## config.mk

```make
export PLATFORM = sky130hd
export DESIGN_NAME = writeback_queue_flat
export DESIGN_NICKNAME = d
export VERILOG_FILES = /design/src/rtl/writeback_queue_if.sv /design/src/rtl/writeback_queue.sv /design/src/flat_wrapper.sv
export SDC_FILE = /design/constraint.sdc
export NUM_CORES = 1
export LEC_CHECK = 0
export CAP_MARGIN = 20
export CELL_PAD_IN_SITES_DETAIL_PLACEMENT = 1
export CELL_PAD_IN_SITES_GLOBAL_PLACEMENT = 1
export CORE_AREA = 2 2 210 212
export DETAILED_ROUTE_END_ITERATION = 7
export DIE_AREA = 0 0 212 214
export HOLD_SLACK_MARGIN = 0.06
export PLACE_DENSITY_LB_ADDON = 0.1
export SLEW_MARGIN = 20
export SYNTH_ARGS = -nofsm -noshare
export SYNTH_HDL_FRONTEND = slang
export SYNTH_SLANG_ARGS = --single-unit
```

## constraint.sdc

```tcl
create_clock -name clk -period 5.85 [get_ports clk]
set_input_delay 1.755 -clock clk [delete_from_list [all_inputs] [get_ports clk]]
set_output_delay 1.755 -clock clk [all_outputs]
set_load 0.01 [all_outputs]
```

## src/rtl/writeback_queue_if.sv

```systemverilog
// Result-lane and register-file write bundle for writeback_queue.
// master drives lanes/stall; slave (the queue) drives in_ready, writes, count.
interface writeback_queue_if #(
    parameter int DEPTH = 8
);
    localparam int CW = $clog2(DEPTH) + 1;

    logic          in_valid0;
    logic [4:0]    in_rd0;
    logic [31:0]   in_data0;
    logic          in_valid1;
    logic [4:0]    in_rd1;
    logic [31:0]   in_data1;
    logic          in_ready;
    logic          stall;
    logic          we1;
    logic [4:0]    waddr1;
    logic [31:0]   wdata1;
    logic          we2;
    logic [4:0]    waddr2;
    logic [31:0]   wdata2;
    logic [CW-1:0] count;

    modport master (
        output in_valid0, in_rd0, in_data0,
        output in_valid1, in_rd1, in_data1,
        output stall,
        input  in_ready,
        input  we1, waddr1, wdata1,
        input  we2, waddr2, wdata2,
        input  count
    );

    modport slave (
        input  in_valid0, in_rd0, in_data0,
        input  in_valid1, in_rd1, in_data1,
        input  stall,
        output in_ready,
        output we1, waddr1, wdata1,
        output we2, waddr2, wdata2,
        output count
    );
endinterface

```

## src/rtl/writeback_queue.sv

```systemverilog
// Two-lane in-order writeback queue feeding a dual-port register file.
// Ports: clk, rst_n (async, active low), bus (writeback_queue_if.slave).
module writeback_queue #(
    parameter int DEPTH = 8
) (
    input logic              clk,
    input logic              rst_n,
    writeback_queue_if.slave bus
);
    localparam int PW = $clog2(DEPTH);
    localparam int CW = PW + 1;

    logic [PW-1:0] head_q;
    logic [PW-1:0] tail_q;
    logic [CW-1:0] count_q;

    logic [4:0]    rd_mem   [DEPTH];
    logic [31:0]   data_mem [DEPTH];

    logic          we1_q;
    logic [4:0]    waddr1_q;
    logic [31:0]   wdata1_q;
    logic          we2_q;
    logic [4:0]    waddr2_q;
    logic [31:0]   wdata2_q;

    logic          ready;
    logic          enq_both;
    logic          enq_one;
    logic          pop_two;
    logic          pop_one;
    logic [CW-1:0] enq_n;
    logic [CW-1:0] deq_n;
    logic [PW-1:0] head_p1;
    logic [PW-1:0] tail_p1;
    logic [4:0]    rd_a;
    logic [4:0]    rd_b;
    logic [31:0]   data_a;
    logic [31:0]   data_b;
    logic [4:0]    one_rd;
    logic [31:0]   one_data;

    // Need room for a full pair, so ready depends only on registered count.
    assign ready = (CW'(DEPTH) - count_q) >= CW'(2);

    assign head_p1 = head_q + PW'(1);
    assign tail_p1 = tail_q + PW'(1);

    assign rd_a   = rd_mem[head_q];
    assign rd_b   = rd_mem[head_p1];
    assign data_a = data_mem[head_q];
    assign data_b = data_mem[head_p1];

    always_comb begin
        enq_both = 1'b0;
        enq_one  = 1'b0;
        one_rd   = bus.in_rd1;
        one_data = bus.in_data1;
        if (ready) begin
            enq_both = bus.in_valid0 & bus.in_valid1;
            enq_one  = bus.in_valid0 ^ bus.in_valid1;
        end
        if (bus.in_valid0) begin
            one_rd   = bus.in_rd0;
            one_data = bus.in_data0;
        end
    end

    always_comb begin
        pop_two = 1'b0;
        pop_one = 1'b0;
        if (!bus.stall) begin
            pop_two = count_q >= CW'(2);
            pop_one = count_q == CW'(1);
        end
    end

    always_comb begin
        enq_n = '0;
        if (enq_both) begin
            enq_n = CW'(2);
        end else if (enq_one) begin
            enq_n = CW'(1);
        end
    end

    always_comb begin
        deq_n = '0;
        if (pop_two) begin
            deq_n = CW'(2);
        end else if (pop_one) begin
            deq_n = CW'(1);
        end
    end

    // Storage carries no reset; occupancy alone says what is valid.
    always_ff @(posedge clk) begin
        if (enq_both) begin
            rd_mem[tail_q]    <= bus.in_rd0;
            data_mem[tail_q]  <= bus.in_data0;
            rd_mem[tail_p1]   <= bus.in_rd1;
            data_mem[tail_p1] <= bus.in_data1;
        end else if (enq_one) begin
            rd_mem[tail_q]    <= one_rd;
            data_mem[tail_q]  <= one_data;
        end
    end

    always_ff @(posedge clk or negedge rst_n) begin
        if (!rst_n) begin
            head_q  <= '0;
            tail_q  <= '0;
            count_q <= '0;
        end else begin
            head_q  <= head_q + PW'(deq_n);
            tail_q  <= tail_q + PW'(enq_n);
            count_q <= count_q + enq_n - deq_n;
        end
    end

    // Same-address pair: only the younger write survives, on port 2.
    always_ff @(posedge clk or negedge rst_n) begin
        if (!rst_n) begin
            we1_q    <= 1'b0;
            waddr1_q <= '0;
            wdata1_q <= '0;
            we2_q    <= 1'b0;
            waddr2_q <= '0;
            wdata2_q <= '0;
        end else begin
            we1_q <= 1'b0;
            we2_q <= 1'b0;
            if (pop_two) begin
                we1_q    <= (rd_a != 5'd0) && (rd_a != rd_b);
                waddr1_q <= rd_a;
                wdata1_q <= data_a;
                we2_q    <= rd_b != 5'd0;
                waddr2_q <= rd_b;
                wdata2_q <= data_b;
            end else if (pop_one) begin
                we1_q    <= rd_a != 5'd0;
                waddr1_q <= rd_a;
                wdata1_q <= data_a;
            end
        end
    end

    assign bus.in_ready = ready;
    assign bus.count    = count_q;
    assign bus.we1      = we1_q;
    assign bus.waddr1   = waddr1_q;
    assign bus.wdata1   = wdata1_q;
    assign bus.we2      = we2_q;
    assign bus.waddr2   = waddr2_q;
    assign bus.wdata2   = wdata2_q;
endmodule
```

## src/flat_wrapper.sv

```systemverilog
// flat-port wrapper written by rule: the top's interface ports become plain ports
module writeback_queue_flat 
#(
    parameter int DEPTH = 8
)
  (clk, rst_n, bus_in_valid0, bus_in_rd0, bus_in_data0, bus_in_valid1, bus_in_rd1, bus_in_data1, bus_stall, bus_in_ready, bus_we1, bus_waddr1, bus_wdata1, bus_we2, bus_waddr2, bus_wdata2, bus_count);
  writeback_queue_if #(.DEPTH(DEPTH)) bus_i ();
  input logic clk;
  input logic rst_n;
  input wire logic [$bits(bus_i.in_valid0)-1:0] bus_in_valid0;
  input wire logic [$bits(bus_i.in_rd0)-1:0] bus_in_rd0;
  input wire logic [$bits(bus_i.in_data0)-1:0] bus_in_data0;
  input wire logic [$bits(bus_i.in_valid1)-1:0] bus_in_valid1;
  input wire logic [$bits(bus_i.in_rd1)-1:0] bus_in_rd1;
  input wire logic [$bits(bus_i.in_data1)-1:0] bus_in_data1;
  input wire logic [$bits(bus_i.stall)-1:0] bus_stall;
  output wire logic [$bits(bus_i.in_ready)-1:0] bus_in_ready;
  output wire logic [$bits(bus_i.we1)-1:0] bus_we1;
  output wire logic [$bits(bus_i.waddr1)-1:0] bus_waddr1;
  output wire logic [$bits(bus_i.wdata1)-1:0] bus_wdata1;
  output wire logic [$bits(bus_i.we2)-1:0] bus_we2;
  output wire logic [$bits(bus_i.waddr2)-1:0] bus_waddr2;
  output wire logic [$bits(bus_i.wdata2)-1:0] bus_wdata2;
  output wire logic [$bits(bus_i.count)-1:0] bus_count;
  assign bus_i.in_valid0 = bus_in_valid0;
  assign bus_i.in_rd0 = bus_in_rd0;
  assign bus_i.in_data0 = bus_in_data0;
  assign bus_i.in_valid1 = bus_in_valid1;
  assign bus_i.in_rd1 = bus_in_rd1;
  assign bus_i.in_data1 = bus_in_data1;
  assign bus_i.stall = bus_stall;
  assign bus_in_ready = bus_i.in_ready;
  assign bus_we1 = bus_i.we1;
  assign bus_waddr1 = bus_i.waddr1;
  assign bus_wdata1 = bus_i.wdata1;
  assign bus_we2 = bus_i.we2;
  assign bus_waddr2 = bus_i.waddr2;
  assign bus_wdata2 = bus_i.wdata2;
  assign bus_count = bus_i.count;
  writeback_queue #(.DEPTH(DEPTH)) u_core (.clk(clk), .rst_n(rst_n), .bus(bus_i));
endmodule
```

==> results.md <==
- Max incr delay on CP: 0.51 ns
- P_sw: 0.005239 W
- Setup TNS: 0 ns
- Final-report max-slew violation count: 0
- Hpwl dp: 32590 um
- Adder-Cell Fraction of Synth Area: 1.180%
- CTS tree: built
- CP cell instances: inv_1 -> ha_1 -> or2_2 -> nor4_4 -> inv_1 -> clkdlybuf4s50_1
- Power Total: 0.01414 W
- CP Capture Type: primary output
- P_int: 0.008899 W
- # hold bufs at CTS: 0
- Number of I/O port buffers: 159
- FP Rows: 76
- Detailed-route via count: 12120
- Worst path top cell family by delay: simple AND/OR/NAND/NOR gates
- Status: completed
- Origin of the worst setup path: u_core.bus.count[1]$_DFF_PN0_
- Die height: 214 um
- YS warnings: 0
- Hold Vio Cnt, Final: 0
- R2R Path Start: u_core.bus.count[1]$_DFF_PN0_
- Sequential share of power: 32.8%
- Nets@finish: 1496
- Post-CTS Resized: 0
- Worst hold path class: reg -> reg
- Synth Instances: 1250
- Pre-CTS setup slack: 0.9940 ns
- Area growth from synthesis to layout: 18.11%
- Largest family of logic cells by synthesized area: multiplexers
- GRT overflow: 0
- Most used cell along the critical path: inv_1
- Mean area per synthesized cell: 16.45 sq um
- Wire per inst: 27.42 um
- Mux cell area share after synthesis: 36.42%
- Power per cell area: 582.0 nW/um^2
- Data arrival time of the worst path: 2.94 ns
- Via density: 5.986
- Clock tree buffer depth: 3
- Final setup vio count: 0
- Clock network power share: 18.9%
- Pleak: 8.405 nW
- Final WL: 55500 um
- Placed Area: 22890 sq um
- Routability congestion estimate: 0.7536
- Sw Share: 37.06%
- Hold Crit Endpoint: u_core.bus.wdata2[6]$_DFFE_PN0P_
- Sink Count: 382
- Yosys cell types: 45
- F_max: 0.2128 GHz
- Clk pin slew, worst setup/hold paths: 0.06 ns
- Hold Path Stages: 2
- XOR/XNOR share of the synthesized area: 0.7604%
- Minimum clock period: 4.698 ns
- Number of global-route vias before repair: 13200
- Complex-gate fraction of the synthesized area: 2.884%
- Total CTS buffers: 45
- CP required: 4.09 ns
- Initial Util: 47.96%
- Synth Cell Area: 20570 sq um
- Synth Area in Simple Gates: 2.464%
- Seq/Total Area, Yosys: 53.68%
- Most frequent cells in the layout: edfxtp_1, mux2_2, clkdlybuf4s50_1, mux4_2, mux2i_1
- Mapped Nets: 1346
- CORE AREA: 42890 sq um
- Drt first pass iters: 5
- Final Skew: 0.01340 ns
- Buffers & Inverters on Critical Path: 3
- Initial drt markers: 778
- Max-slew headroom: 32.29%
- H-tree Lvls: 2
- Combinational share of power: 48.4%
- CP max-delay cell: dfrtp_1
- # IOs: 160
- Die area: 45370 sq um
- Post-route ant nets: 0
- Filler cells: 3924
- Reg2reg end: u_core.data_mem[7][21]$_DFFE_PP_
- Layout cells sized above 1: 36.19%
- Worst Hold Launch: u_core.bus.wdata2[6]$_DFFE_PN0P_
- Initial antenna violation count: 6
- Final Instance Area: 24290 sq um
- Root buffer cell: clkbuf_16
- First-pass GRT wire length: 84150 um
- Max rail drop VDD: 366.5 uV
- Post-CTS Setup Inserts: 0
- Total track usage: 25.00%
- CP Class: reg -> out
- Commonest non-fill, non-tap cell in the layout: edfxtp_1
- R2R Setup Slk: 2.00 ns
- FF-to-FF path depth: 8
- CP max FO: 7
- Worst setup SP type: flop
- Worst-Margin Slew: 1.016 ns
- Post-synthesis register bit count: 382
- Clk_lat worst skew: 0.58 ns
- Final design utilization: 56.64%
- Largest net degree at the start of global routing: 79
- Period utilization: 80.32%
- Die X: 212 um
- Max Cap Viol: 0
- RSZ-0062 raised after global routing: false
- Final WS setup: 1.152 ns
- # DRC: 0
flip-flops by register name (all words and copies together) (netlist names):
register	count
u_core.bus.wdata1	32
u_core.bus.waddr2	5
u_core.bus.we2	1
u_core.bus.we1	1
u_core.bus.wdata2	32
u_core.bus.waddr1	5
u_core.bus.count	4
u_core.data_mem	256
u_core.head_q	3
u_core.tail_q	3
u_core.rd_mem	40
routing by layer:
layer  up-vias  GRT usage (%)  wire [um]
met3        72          3.768       2448
met2       304          42.95      28280
li1       5302              -          -
met4         8          6.174        967
met1      6430          33.38      23750
met5         -              0         49
power by group through the flow:
stage / Sequential (W) / Clock [W] / Combinational [W]
6_report: 0.00463 / 0.00267 / 0.00684
3_5_place_dp: 0.00468 / 0 / 0.00691
4_1_cts: 0.00463 / 0.00274 / 0.00695
5_1_grt: 0.00474 / 0.00283 / 0.00732
3_3_place_gp: 0.00462 / 0 / 0.00680
2_1_floorplan: 0.00462 / 0 / 0.00448
how the worst max path moves through the flow:
stage	endpoint	slack [ns]	cells past startpoint
detailed placement	u_core.data_mem[6][11]$_DFFE_PP_	0.99	7
finish	bus_in_ready	1.15	6
global route	bus_in_ready	0.94	6
floorplan	u_core.data_mem[0][0]$_DFFE_PP_	0.09	4
CTS	bus_in_ready	1.12	6
global placement	u_core.data_mem[6][18]$_DFFE_PP_	1.12	7
synth_stat cells (all sizes together):
cell type | n | area share (%)
a21o | 2 | 0.073
a21oi | 40 | 1.1
a31oi | 4 | 0.27
and3 | 2 | 0.061
buf | 60 | 1.8
clkbuf | 25 | 0.46
dfrtp | 86 | 10
edfxtp | 296 | 43
fa | 4 | 0.39
ha | 13 | 0.79
inv | 17 | 0.31
mux2 | 296 | 16
mux2i | 89 | 4.3
mux4 | 145 | 16
nand2 | 46 | 0.91
nand2b | 3 | 0.091
nand3 | 3 | 0.073
nand3b | 1 | 0.037
nor2 | 42 | 0.77
nor3 | 2 | 0.10
nor4 | 3 | 0.19
nor4b | 1 | 0.12
o21ai | 40 | 1.1
o22ai | 4 | 0.12
o2bb2ai | 2 | 0.085
o31a | 1 | 0.043
o31ai | 2 | 0.073
o41a | 1 | 0.055
or2 | 1 | 0.030
or3 | 1 | 0.030
or4b | 1 | 0.049
xnor2 | 10 | 0.43
xor2 | 7 | 0.33
metrics by stage:
step	hold WS, ns	cells
final	0.4746	2024
after global routing	0.5062	2023
after CTS	0.4827	2022
after detailed placement	0.4690	1938
after global placement	0.4630	1938
after floorplan	0.5018	1250
cell families after synthesis:
| kind of cell | after synthesis |
|---|---|
| buffers and inverters | 102 |
| adder cells (fa/ha/maj) | 17 |
| AO/OA/AOI/OAI | 96 |
| XOR/XNOR | 17 |
| AND/OR/NAND/NOR | 106 |
| multiplexers | 530 |
| flip-flops | 382 |
layout make-up:
type / instances / area [sq um] / area share, %
sequential: 382 / 11050 / 45.50
multi-input combinational: 766 / 9148 / 37.66
timing repair buffer: 188 / 1898 / 7.814
clock buffer: 63 / 1234 / 5.079
tap: 585 / 732.0 / 3.013
clock inverter: 21 / 160.2 / 0.6593
inverter: 17 / 63.81 / 0.2627
antenna: 2 / 5.005 / 0.02060
worst min-delay path: cells and delay by family (launching register included):
| family | cells | cell delay (ns) |
|---|---|---|
| AND/OR/NAND/NOR | 1 | 0.04 |
| AO/OA/AOI/OAI | 1 | 0.06 |
| flip-flops | 1 | 0.34 |
No activity file was read; power rests on OpenSTA's default activity.
